--- src/rtl/synchronous_fifo_ext.sv ---
// synchronous_fifo_ext
//   Single-clock FIFO with programmable almost-full/almost-empty thresholds,
//   occupancy count, one-cycle overflow/underflow pulses and an optional
//   first-word-fall-through read port. DEPTH need not be a power of two.
//
// Ports
//   clk, rst       : clock, asynchronous active-high reset
//   w_en, data_in  : write request and data (accepted when not full)
//   r_en           : read request (accepted when not empty)
//   data_out       : read data (registered, or live head when FWFT=1)
//   full, empty    : count == DEPTH / count == 0
//   almost_full    : count >= AF_LEVEL
//   almost_empty   : count <= AE_LEVEL
//   count          : occupancy 0..DEPTH
//   overflow       : pulse, a write was rejected on the previous edge
//   underflow      : pulse, a read was rejected on the previous edge
module synchronous_fifo_ext #(
    parameter int DEPTH    = 16,
    parameter int WIDTH    = 8,
    parameter int AF_LEVEL = DEPTH - 2,
    parameter int AE_LEVEL = 2,
    parameter int FWFT     = 0,
    localparam int CW      = $clog2(DEPTH + 1)
) (
    input  logic             clk,
    input  logic             rst,
    input  logic             w_en,
    input  logic             r_en,
    input  logic [WIDTH-1:0] data_in,
    output logic [WIDTH-1:0] data_out,
    output logic             full,
    output logic             empty,
    output logic             almost_full,
    output logic             almost_empty,
    output logic [CW-1:0]    count,
    output logic             overflow,
    output logic             underflow
);

    localparam int PW = (DEPTH > 1) ? $clog2(DEPTH) : 1;

    localparam logic [PW-1:0] PTR_LAST = PW'(DEPTH - 1);
    localparam logic [CW-1:0] FULL_C   = CW'(DEPTH);
    localparam logic [CW-1:0] AF_C     = CW'(AF_LEVEL);
    localparam logic [CW-1:0] AE_C     = CW'(AE_LEVEL);

    logic [WIDTH-1:0] mem [DEPTH];
    logic [PW-1:0]    wr_ptr, rd_ptr;
    logic [CW-1:0]    count_q;
    logic [WIDTH-1:0] dout_q;
    logic             overflow_q, underflow_q;
    logic             wr_acc, rd_acc;

    // Explicit wrap so non-power-of-two depths index correctly.
    function automatic logic [PW-1:0] ptr_inc(input logic [PW-1:0] p);
        return (p == PTR_LAST) ? '0 : p + 1'b1;
    endfunction

    // Flags are pure decodes of the count register.
    assign full         = (count_q == FULL_C);
    assign empty        = (count_q == '0);
    assign almost_full  = (count_q >= AF_C);
    assign almost_empty = (count_q <= AE_C);
    assign count        = count_q;
    assign overflow     = overflow_q;
    assign underflow    = underflow_q;

    // When full, a simultaneous read frees a slot only after this edge, so
    // the write is rejected; when empty, the read is rejected symmetrically.
    assign wr_acc = w_en && !full;
    assign rd_acc = r_en && !empty;

    // Storage is intentionally not reset.
    always_ff @(posedge clk) begin
        if (wr_acc)
            mem[wr_ptr] <= data_in;
    end

    always_ff @(posedge clk or posedge rst) begin
        if (rst) begin
            wr_ptr      <= '0;
            rd_ptr      <= '0;
            count_q     <= '0;
            dout_q      <= '0;
            overflow_q  <= 1'b0;
            underflow_q <= 1'b0;
        end else begin
            if (wr_acc)
                wr_ptr <= ptr_inc(wr_ptr);
            if (rd_acc) begin
                rd_ptr <= ptr_inc(rd_ptr);
                dout_q <= mem[rd_ptr];
            end
            case ({wr_acc, rd_acc})
                2'b10:   count_q <= count_q + 1'b1;
                2'b01:   count_q <= count_q - 1'b1;
                default: count_q <= count_q;
            endcase
            overflow_q  <= w_en && full;
            underflow_q <= r_en && empty;
        end
    end

    // In FWFT mode dout_q holds the last popped word, which is exactly the
    // last head value once the FIFO drains; it also gives data_out = 0 out
    // of reset in both modes.
    if (FWFT != 0) begin : g_fwft
        assign data_out = empty ? dout_q : mem[rd_ptr];
    end else begin : g_reg
        assign data_out = dout_q;
    end

endmodule

--- config.mk ---
export PLATFORM = sky130hd
export DESIGN_NAME = synchronous_fifo_ext
export DESIGN_NICKNAME = d
export VERILOG_FILES = /design/src/rtl/synchronous_fifo_ext.sv
export SDC_FILE = /design/constraint.sdc
export NUM_CORES = 1
export LEC_CHECK = 0
export ABC_AREA = 0
export BUFFER_PORTS_ARGS = -buffer_cell sky130_fd_sc_hd__buf_2
export CORE_ASPECT_RATIO = 0.75
export CORE_MARGIN = 2
export CORE_UTILIZATION = 68
export CTS_BUF_LIST = sky130_fd_sc_hd__clkbuf_8
export DETAILED_ROUTE_END_ITERATION = 12
export GPL_TIMING_DRIVEN = 0
export PLACE_DENSITY = 0.87
export SYNTH_ARGS = -nofsm -noshare
export SYNTH_HDL_FRONTEND = slang
export SYNTH_SLANG_ARGS = --single-unit
--- constraint.sdc ---
create_clock -name clk -period 6.5 [get_ports clk]
set_clock_uncertainty 0.05 [all_clocks]
set_input_delay 0 -clock clk [delete_from_list [all_inputs] [get_ports clk]]
set_output_delay 0 -clock clk [all_outputs]
set_load 0.005 [all_outputs]
# Yosys cells after proc, flatten, opt, wreduce, memory -nomap -nowiden
# Memory sizes are Yosys's and may differ from the RTL's. A register that Yosys moved wholly into a read port is not among the register bits.
# Cells that the tools add are included.
# classes
magnitude_cmp	2
addsub	4
n_reduce_logical	8
n_eq_ne	5
mux	5
# ops
operator	n
one-hot mux 5 bit (2 select lines)	1
adder 4 x 1 -> 4 bit (second input constant)	2
== test 4 bit (second input constant)	2
two-way mux 4 bit	2
adder 5 x 1 -> 5 bit (second input constant)	1
== test 5 bit (second input constant)	1
greater-or-equal comparator 5 x 4 -> 1 bit (second input constant)	1
less-or-equal comparator 5 x 2 -> 1 bit (second input constant)	1
zero test 5 bit	1
subtractor 5 x 1 -> 5 bit (second input constant)	1
logical AND 1 bit	4
== test 2 x 1 -> 1 bit (second input constant)	1
== test 2 bit (second input constant)	1
zero test 1 bit	2
two-way mux 1 bit	2
nonzero test 2 bit	1
# word_totals
memories	1
elab_cells	30
ff_bits	15
in_bits	12
ram_bits	128
# mem_list
memory	words	width	rd	rd_ports_with_merged_regs	write_ports	line_no	rtl
mem	16	8	1	1	1	47	logic [WIDTH-1:0] mem [DEPTH];

# Depth between registers and ports, before layout
# Gate-level depths: netlist of run 1.
# logic_depth
ltp_word	5
depth_mapped	13
mapped_depth_nobuf	10

# Worst setup path before layout of run 1
# No wires, ideal clock.
# synth_timing
kind	reg2reg
startpoint	register count_q[0], in the netlist count[0]
endpoint	register count_q[4], in the netlist count[4]
arrival_ns	2.705
stages_incl_launch_ff	12
t_required_ns	6.321
slack_ns	3.617
path_cell_list	dfrtp_1 -> or4_4 -> o21ai_4 -> inv_2 -> ha_1 -> clkbuf_1 -> xor2_1 -> ha_1 -> o211a_1 -> or4_1 -> nand3_1 -> nor3b_1
# synth_between
elab_chain_cells	5
elab_cells_between_ends	12
classes_between	2 x add/sub; 3 x eq/ne; 1 x mux; 6 x reduce/logical
# synth_rtl
item	line_no	rtl
start, declared	49	logic [CW-1:0] count_q;
start signal, assigned	95	2'b10: count_q <= count_q + 1'b1;
start signal, assigned	96	2'b01: count_q <= count_q - 1'b1;
start signal, assigned	97	default: count_q <= count_q;
zero test 5 bit (*)	61	assign empty = (count_q == '0);
zero test 1 bit (*)	71	assign rd_acc = r_en && !empty;
logical AND 1 bit (*)	71	
via rd_acc	52	logic wr_acc, rd_acc;
== test 2 x 1 -> 1 bit / == test 2 bit (equally long branches)	94	case ({wr_acc, rd_acc})
one-hot mux 5 bit (2 select lines) / nonzero test 2 bit (equally long branches)	-	
# The timed path passes the listed nets; every way through them passes the cells marked *.
# A chain may end at the register's enable or synchronous reset.

# Final worst setup path of run 1
# layout_timing
startpoint	register count_q[1], in the netlist count[1]
endpoint	register count_q[4], in the netlist count[4]
# layout_between
elab_chain_cells	5
elab_cells_between_ends	12
classes_between	2 x add/sub; 3 x eq/ne; 1 x mux; 6 x reduce/logical
# layout_rtl
item	line_no
== test 5 bit / zero test 5 bit (equally long branches)	60, 61
zero test 1 bit (on tied branches)	70, 71
logical AND 1 bit (on tied branches)	70, 71
== test 2 x 1 -> 1 bit / == test 2 bit (equally long branches)	94
one-hot mux 5 bit (2 select lines) / nonzero test 2 bit (equally long branches)	-
# Several ways; a longest one is shown, not always the timed one.

==> run metrics, run 1 <==
Post-synth top flop=edfxtp_1; num rows=30; Starting Density=between 60 and 70%; first-pass GRT wire length=18,900 um; Reg2Reg Launch Point=count[1]$_DFFE_PP0P_; CTS max path bufs=2; largest family of logic cells by synthesized area=multiplexers; drt initial violations=just over 300; post-route clock period utilization=about half; r2r endpoint=count[4]$_DFFE_PP0P_; Syn. warnings=0; # H-tree levels=4; crit-path max cell delay=roughly 450 ps; GRT Total Usage=27.6%; Yosys cell types=45; routed length per instance=around 23 um; outcome=finished clean; FF+latch count, synth=approximately 150; maximum vdd drop=about 0.00032 V; critical path, cell by cell=buf_2 > nor4_1 > a21boi_1 > buf_2 > inv_1 > ha_1 > clkbuf_1 > xor2_1 > ha_1 > o211a_1 > or4_1 > nand3_1 > nor3b_1; grt total ovfl=0; Setup TNS=0 ps; clock period minus worst slack=about 3400 ps; Synth Area in XOR/XNOR=less than 1%; io pins=31; via density per instance=roughly 6.4; simple-gate share of the synthesized area=between 5 and 6%; Worst Max-Slew Pin Slew=1370 ps; slowest CP cell=nor4_1; clock sink count=between 150 and 200; FF-to-FF path depth=13; total routed wirelength=around 12,000 um; port bufs=30; layout cells sized above 1=~28%; Post-Synthesis Cell Area=approximately 6200 um^2; Worst EP arrival=3650 ps; core area=between 8000 and 9000 um^2; most frequent cells in the layout=128 x edfxtp_1, 38 x buf_2, 32 x mux4_2; async set-reset flop share out of synthesis=~15%; Post-synth EDFFs=approximately 130; Die Y=just under 90 um; 1st-pass router iterations=5; most common cell after layout, fill and taps aside=edfxtp_1; max-cap viol count=0; Post-Synthesis Cells=about 340; max frequency=slightly below 300 MHz; compound-gate portion of the synthesized area=3.82%; total vias in the final route=around 3,400; RSZ-0062 raised after global routing=no; largest net degree at the start of global routing=24; Layout area overhead=14.2%; Die W=between 100 and 150 um; Rel. slew slack=8.20%; RD Place Congestion=approximately 0.84; Synth Area per Inst=between 15 and 20 um^2; HP Class=primary input to asynchronous set/reset pin; Pleak=roughly 2.5 nW; post-route ant nets=0; post-synth top area share=~62%; Fin. Hold Viols=0; Root Buffer=clkbuf_8; Power per Cell Area=about 420 nW/um^2; crit path capture type=flop; FF-to-FF setup slack=between 3000 and 4000 ps; Clk Latency, worst-skew pair=between 400 and 500 ps; Reg clk slew, reported paths=~90 ps; critical path type=flop to flop; Crit path required time=6790 ps; CTS Buf Count=17; Worst setup SP type=flop; Synth Net Count=358; max-slew violations=0; proportion of synthesized area in mux cells=14.5%; ant diodes=0; antenna violations before repair=0; CP Max Fanout=10; fill count=around 480; register area share after synthesis=between 70 and 80%; nets@finish=around 420; post-synth top area cell=edfxtp_1; largest cells by area after synthesis=edfxtp_1 62%, mux4_2 12%, dfrtp_1 9.3%; Detail Placement HPWL=slightly above 8000 um; Final Setup Violations=0; vias in the first global route=between 3,000 and 4,000; CTS tree=yes; die area=9840 um^2; DRC=0; overall power=~3 mW; post-synthesis adder-cell area fraction=roughly 1.8%
[how the worst max path moves through the flow]
stage / start / to / slack (ps)
after global placement: count[1]$_DFFE_PP0P_ / count[4]$_DFFE_PP0P_ / 3360
after detailed placement: count[1]$_DFFE_PP0P_ / count[4]$_DFFE_PP0P_ / 3200
after global routing: count[1]$_DFFE_PP0P_ / count[4]$_DFFE_PP0P_ / 2930
after CTS: count[1]$_DFFE_PP0P_ / count[4]$_DFFE_PP0P_ / 3190
final: count[1]$_DFFE_PP0P_ / count[4]$_DFFE_PP0P_ / 3140
after floorplan: count[0]$_DFFE_PP0P_ / count[4]$_DFFE_PP0P_ / 3620
[cell families after synthesis]
kind of cell,after synthesis
xor gates and xnor gates,6
muxes,49
adders and majority gates,9
DFF,151
buffers and inverters,26
AOI/OAI and AO/OA,31
and+or+nand+nor,65
[power by group]
group / total [mW] / switching (mW) / internal (mW)
Combinational: 0.879 / 0.481 / 0.398
Clock: 0.820 / 0.346 / 0.475
Sequential: 1.26 / 0.0720 / 1.19
[metrics by stage]
step | std cells | util [%] | hold slack (ps) | setup slack (ps) | area, um^2
6_report | 522 | 78.7 | 253 | 3140 | 7030
5_1_grt | 522 | 78.7 | 287 | 2930 | 7030
4_1_cts | 522 | 78.6 | 261 | 3190 | 7020
3_5_place_dp | 479 | 72.2 | 208 | 3200 | 6450
3_3_place_gp | 479 | 72.2 | 204 | 3360 | 6450
2_1_floorplan | 337 | - | -48.1 | 3620 | 6160
[flip-flops by register name (all words and copies together) (netlist names)]
register,cells
wr_ptr,4
mem,128
underflow,1
overflow,1
rd_ptr,4
data_out,8
count,5
[Yosys cell counts (all sizes together) (6+ instances only)]
| library cell | count |
|---|---|
| buf | 15 |
| dfrtp | 23 |
| edfxtp | 128 |
| ha | 9 |
| inv | 6 |
| mux2i | 16 |
| mux4 | 32 |
| nand2 | 21 |
| nand2b | 6 |
| nor2 | 15 |
| o21ai | 8 |
| o221ai | 8 |
[critical path, delay by kind of cell (launching register included)]
kind | cells | cell delay, ps
and+or+nand+nor | 4 | 1000
DFF | 1 | 390
buffers and inverters | 4 | 860
AOI/OAI and AO/OA | 2 | 390
adders and majority gates | 2 | 430
xor gates and xnor gates | 1 | 130
[layer usage]
metal / track usage, % / up-vias / part of all wire [%]
met5: 0 / - / 0
met4: 10.8 / 0 / 1.9
met3: 7.55 / 26 / 6.4
met2: 42.0 / 132 / 48
met1: 39.3 / 1737 / 43
li1: - / 1457 / -
[cell type report]
class                   instances  area (um^2)  share of cell area (%)
plain buffers                  20          100                    1.42
clock buffers                  19          262                    3.72
clock inverters                13          203                    2.88
inverters                       6         22.5                   0.320
multi-input cells             160         1630                    23.1
flip-flops and latches        151         4420                    62.8
well taps                     112          140                    1.99
repair buffers                 41          260                    3.70
[timing repair]
action / in CTS / in global routing
endpoints found under the hold margin: 158 / 0
buffers inserted: 0 / 0
resized for setup: 0 / 0
hold buffers: 11 / 0
Power figures use the tool's default switching activity.
==> run 2, diff against run 1 <==
CORE_UTILIZATION = 63   (was 68)
PLACE_DENSITY = 0.82   (was 0.87)
clock period = 3.5 ns   (was 6.5 ns; I/O delays follow)
==> run metrics, run 2 (same netlist as run 1, synthesis figures left out) <==
outcome=finished clean; FF-to-FF path depth=13; nets@finish=~420; HP Class=primary input to asynchronous set/reset pin; Layout area overhead=13.6%; post-route clock period utilization=between 90% and 100%; crit path capture type=flop; critical path, cell by cell=buf_2 > nor4_1 > a21boi_1 > buf_2 > inv_1 > ha_1 > clkbuf_2 > xor2_1 > ha_1 > o211a_1 > or4_1 > nand3_1 > nor3b_1; largest net degree at the start of global routing=24; drt initial violations=about 360; CP Max Fanout=10; Worst setup SP type=flop; most common cell after layout, fill and taps aside=edfxtp_1; RSZ-0062 raised after global routing=no; Crit path max-delay family=simple AND/OR/NAND/NOR gates; Internal=roughly 3.6 mW; CTS max path bufs=2; port bufs=30; non-filler cells, final=542; Largest Register=mem; crit-path max cell delay=400 ps; postcts setup bufs=0; maximum vdd drop=between 0.0006 and 0.0007 V; max frequency=317 MHz; slowest CP cell=dfrtp_1; RD Place Congestion=slightly above 0.8; Detail Placement HPWL=slightly above 8000 um; die area=10,600 um^2; Reg2Reg Launch Point=count[1]$_DFFE_PP0P_; Seq pwr share=43.3%; first-pass GRT wire length=between 15,000 and 20,000 um; most frequent cells in the layout=128 x edfxtp_1, 38 x buf_2, 32 x mux4_2; total routed wirelength=roughly 13,000 um; clock sink count=about 150; CTS Buf Count=17; Setup TNS=0 ps; via density per instance=about 6.2; antenna violations before repair=0; Clk Latency, worst-skew pair=460 ps; Root Buffer=clkbuf_8; Die W=roughly 120 um; vias in the first global route=around 3,200; core area=about 9600 um^2; fill count=about 580; Switch Pwr=roughly 1.7 mW; Worst Max-Slew Pin Slew=roughly 1400 ps; num rows=31; # H-tree levels=4; max-slew violations=0; io pins=31; Clk pwr share=25.1%; Starting Density=64.3%; Critical path origin=count[1]$_DFFE_PP0P_; Crit path required time=3780 ps; post-route ant nets=0; max-cap viol count=0; CTS tree=yes; Pleak=around 2.5 nW; grt total ovfl=0; Fin. Hold Viols=0; ant diodes=0; clock period minus worst slack=3150 ps; critical path type=flop to flop; routed length per instance=roughly 23 um; Comb pwr share=between 30% and 40%; Die Y=89.6 um; Rel. slew slack=around 7.3%; total vias in the final route=3,338; DRC=0; buffers plus inverters on the worst setup path=4; Final Setup Violations=0; Power per Cell Area=767 nW/um^2; max reg flops=between 100 and 150; critical path depth in cells=13; GRT Total Usage=around 26%; Worst EP arrival=between 3000 and 4000 ps; Reg clk slew, reported paths=about 90 ps; Net Sw Frac=roughly 32%; 1st-pass router iterations=5; post-placement cell count=roughly 500; layout cells sized above 1=27.6%
## run 2: cell count changes in the layout (fill, tap and decap cells not counted)
cell	previous run	this run
bufinv_16	5	3
clkbuf_1	5	4
clkbuf_2	0	1
clkbuf_8	19	17
clkinv_1	0	2
clkinv_2	2	5
clkinvlp_4	4	1
inv_6	0	2
nor3_1	3	2
nor3_2	2	3
## run 2: area by class of cell
type,instances,area (um^2),share of cell area [%]
Sequential cell,151,4420,63.2
Multi-Input combinational cell,160,1630,23.3
Timing Repair Buffer,41,260,3.72
Clock buffer,17,234,3.35
Tap cell,132,165,2.36
Clock inverter,15,160,2.29
Buffer,20,101,1.45
Inverter,6,22.5,0.322
## run 2: power by group through the flow
stage	Clock, mW	Sequential [mW]	Combinational [mW]
final	1.34	2.32	1.70
after global routing	1.42	2.35	1.83
after CTS	1.35	2.32	1.68
after detailed placement	0	2.36	1.66
after global placement	0	2.34	1.62
after floorplan	0	2.34	1.16
## run 2: worst paths after layout
path                       slack, ps                      end
max                              350     count[4]$_DFFE_PP0P_
min                              220    wr_ptr[1]$_DFFE_PP0P_
max reg2reg                      350     count[4]$_DFFE_PP0P_
min reg2reg                      450  data_out[5]$_DFFE_PP0P_
max in group asynchronous       2630  data_out[0]$_DFFE_PP0P_
min in group clk                 300      underflow$_DFF_PP0_
## run 2: per-layer routing
metal | share of wire, % | wire [um] | global-route usage [%]
met2 | 47 | 5930 | 39.8
met3 | 8.6 | 1080 | 7.70
met1 | 43 | 5440 | 36.8
met5 | 0 | 0 | 0
met4 | 1.2 | 154 | 7.56
## run 2: stage by stage
step	utilization (%)	hold slack, ps	area, um^2	power [mW]	setup slack, ps
after global routing	73.0	291	6990	5.59	142
final	73.0	222	6990	5.37	349
after CTS	72.8	236	6980	5.35	226
after detailed placement	67.6	172	6470	4.02	264
after floorplan	-	-48.1	6160	3.49	617
after global placement	67.6	167	6470	3.96	338
## run 2: worst min-delay path, cell delays in order
cell	delay (ps)
dlygate4sd3_1	530
buf_2	120
inv_1	630
## run 2: what timing repair did
action,CTS,global route
endpoints found under the setup margin,0,1
gates resized for setup,0,2
hold buffers,11,0
hold endpoints to repair,157,0
==> run 3, diff against run 2 <==
CORE_MARGIN = default   (was 2)
==> run metrics, run 3 (same netlist as run 1, synthesis figures left out) <==
HP Class=primary input to asynchronous set/reset pin; post-route ant nets=0; layout cells sized above 1=a little over a quarter; Crit path max-delay family=simple AND/OR/NAND/NOR gates; nets@finish=~420; total routed wirelength=~12,000 um; drt initial violations=396; FF/Latch Area=around 4400 um^2; largest net degree at the start of global routing=24; Pleak=about 2.5 nW; fin worst setup slack=282 ps; Critical path origin=count[1]$_DFFE_PP0P_; fill count=543; max reg flops=128; Die Y=~88 um; num rows=30; Post-DP Area=6470 um^2; critical path, cell by cell=buf_2 > nor4_1 > a21boi_1 > buf_2 > inv_1 > ha_1 > clkbuf_2 > xor2_1 > ha_1 > o211a_1 > or4_1 > nand3_1 > nor3b_1; Setup TNS=0 ps; ant diodes=0; Starting Density=between 60% and 70%; port bufs=30; pre-CTS setup slack=184 ps; die area=between 10,000 and 15,000 um^2; slowest CP cell=nor4_1; maximum vdd drop=between 0.0005 and 0.0006 V; outcome=finished clean; total vias in the final route=between 3,000 and 4,000; CP Max Fanout=10; grt total ovfl=0; clock sink count=151; most common cell after layout, fill and taps aside=edfxtp_1; vias in the first global route=3,400; most frequent cells in the layout=128 x edfxtp_1, 38 x buf_2, 32 x mux4_2; via density per instance=about 6.2; Final Setup Violations=0; CTS max path bufs=2; Fin. Hold Viols=0; Reg clk slew, reported paths=~80 ps; max-slew violations=0; Largest Register=mem; multi-input combinational cell area=approximately 1600 um^2; Layout area overhead=13.6%; DRC=0; critical path depth in cells=13; 1st-pass router iterations=5; first-pass GRT wire length=18,500 um; io pins=31; crit path capture type=flop; # H-tree levels=4; Reg2Reg Launch Point=count[1]$_DFFE_PP0P_; Worst Max-Slew Pin Slew=slightly below 1000 ps; Clk Latency, worst-skew pair=440 ps; Power per Cell Area=756 nW/um^2; overall power=between 5 and 6 mW; Rel. slew slack=~36%; Detail Placement HPWL=between 7000 and 8000 um; Die W=~120 um; Root Buffer=clkbuf_8; postcts setup bufs=0; GRT Total Usage=27.0%; FF-to-FF path depth=13; buffers plus inverters on the worst setup path=4; core area=between 9000 and 10,000 um^2; RSZ-0062 raised after global routing=no; design area=6990 um^2; clock period minus worst slack=roughly 3200 ps; Crit path required time=about 3800 ps; crit-path max cell delay=450 ps; routed length per instance=22.4 um; critical path type=flop to flop; max-cap viol count=0; CTS Buf Count=17; antenna violations before repair=0; Worst setup SP type=flop; RD Place Congestion=0.817; max frequency=around 310 MHz; post-placement cell count=roughly 500; post-route clock period utilization=between 90 and 100%; Worst EP arrival=3490 ps; CTS tree=yes; non-filler cells, final=539
## run 3: per-layer routing
layer / global-route usage, % / vias up / part of all wire, %
li1: - / 1456 / -
met4: 11.2 / 0 / 1.9
met2: 41.4 / 169 / 48
met1: 37.5 / 1687 / 42
met5: 0 / - / 0
met3: 7.68 / 20 / 8.2
## run 3: tightest hold or removal path, stage by stage
cell and delay [ps]:
dlygate4sd3_1 530, buf_2 120, inv_1 690
## run 3: worst paths after layout
kind | slack [ps] | to
min in group clk | 310 | overflow$_DFF_PP0_
hold / removal | 270 | wr_ptr[2]$_DFFE_PP0P_
setup reg to reg | 280 | count[4]$_DFFE_PP0P_
setup / recovery | 280 | count[4]$_DFFE_PP0P_
max in group asynchronous | 2530 | wr_ptr[0]$_DFFE_PP0P_
hold reg to reg | 460 | data_out[3]$_DFFE_PP0P_
## run 3: repair_timing
action	in CTS	in global routing
endpoints found under the setup margin	0	1
resized for setup	0	2
hold buffers	11	0
hold endpoints to repair	157	0
## run 3: stage by stage
stage	utilization [%]	hold slack [ps]
finish	75.4	275
global route	75.4	307
CTS	75.2	274
detailed placement	69.8	205
global placement	69.8	188
floorplan	-	-48.1
## run 3: final cells by class
| cell class | count | share of cell area [%] |
|---|---|---|
| plain buffers | 20 | 1.45 |
| multi-input cells | 160 | 23.3 |
| inverters | 6 | 0.322 |
| clock buffers | 17 | 3.35 |
| flip-flops and latches | 151 | 63.2 |
| clock inverters | 15 | 2.31 |
| repair buffers | 42 | 3.79 |
| well taps | 128 | 2.29 |
## run 3: where the power goes
part	total, mW	switching, mW	internal, mW
Combinational	1.62	0.879	0.742
Clock	1.32	0.628	0.696
Sequential	2.34	0.141	2.20
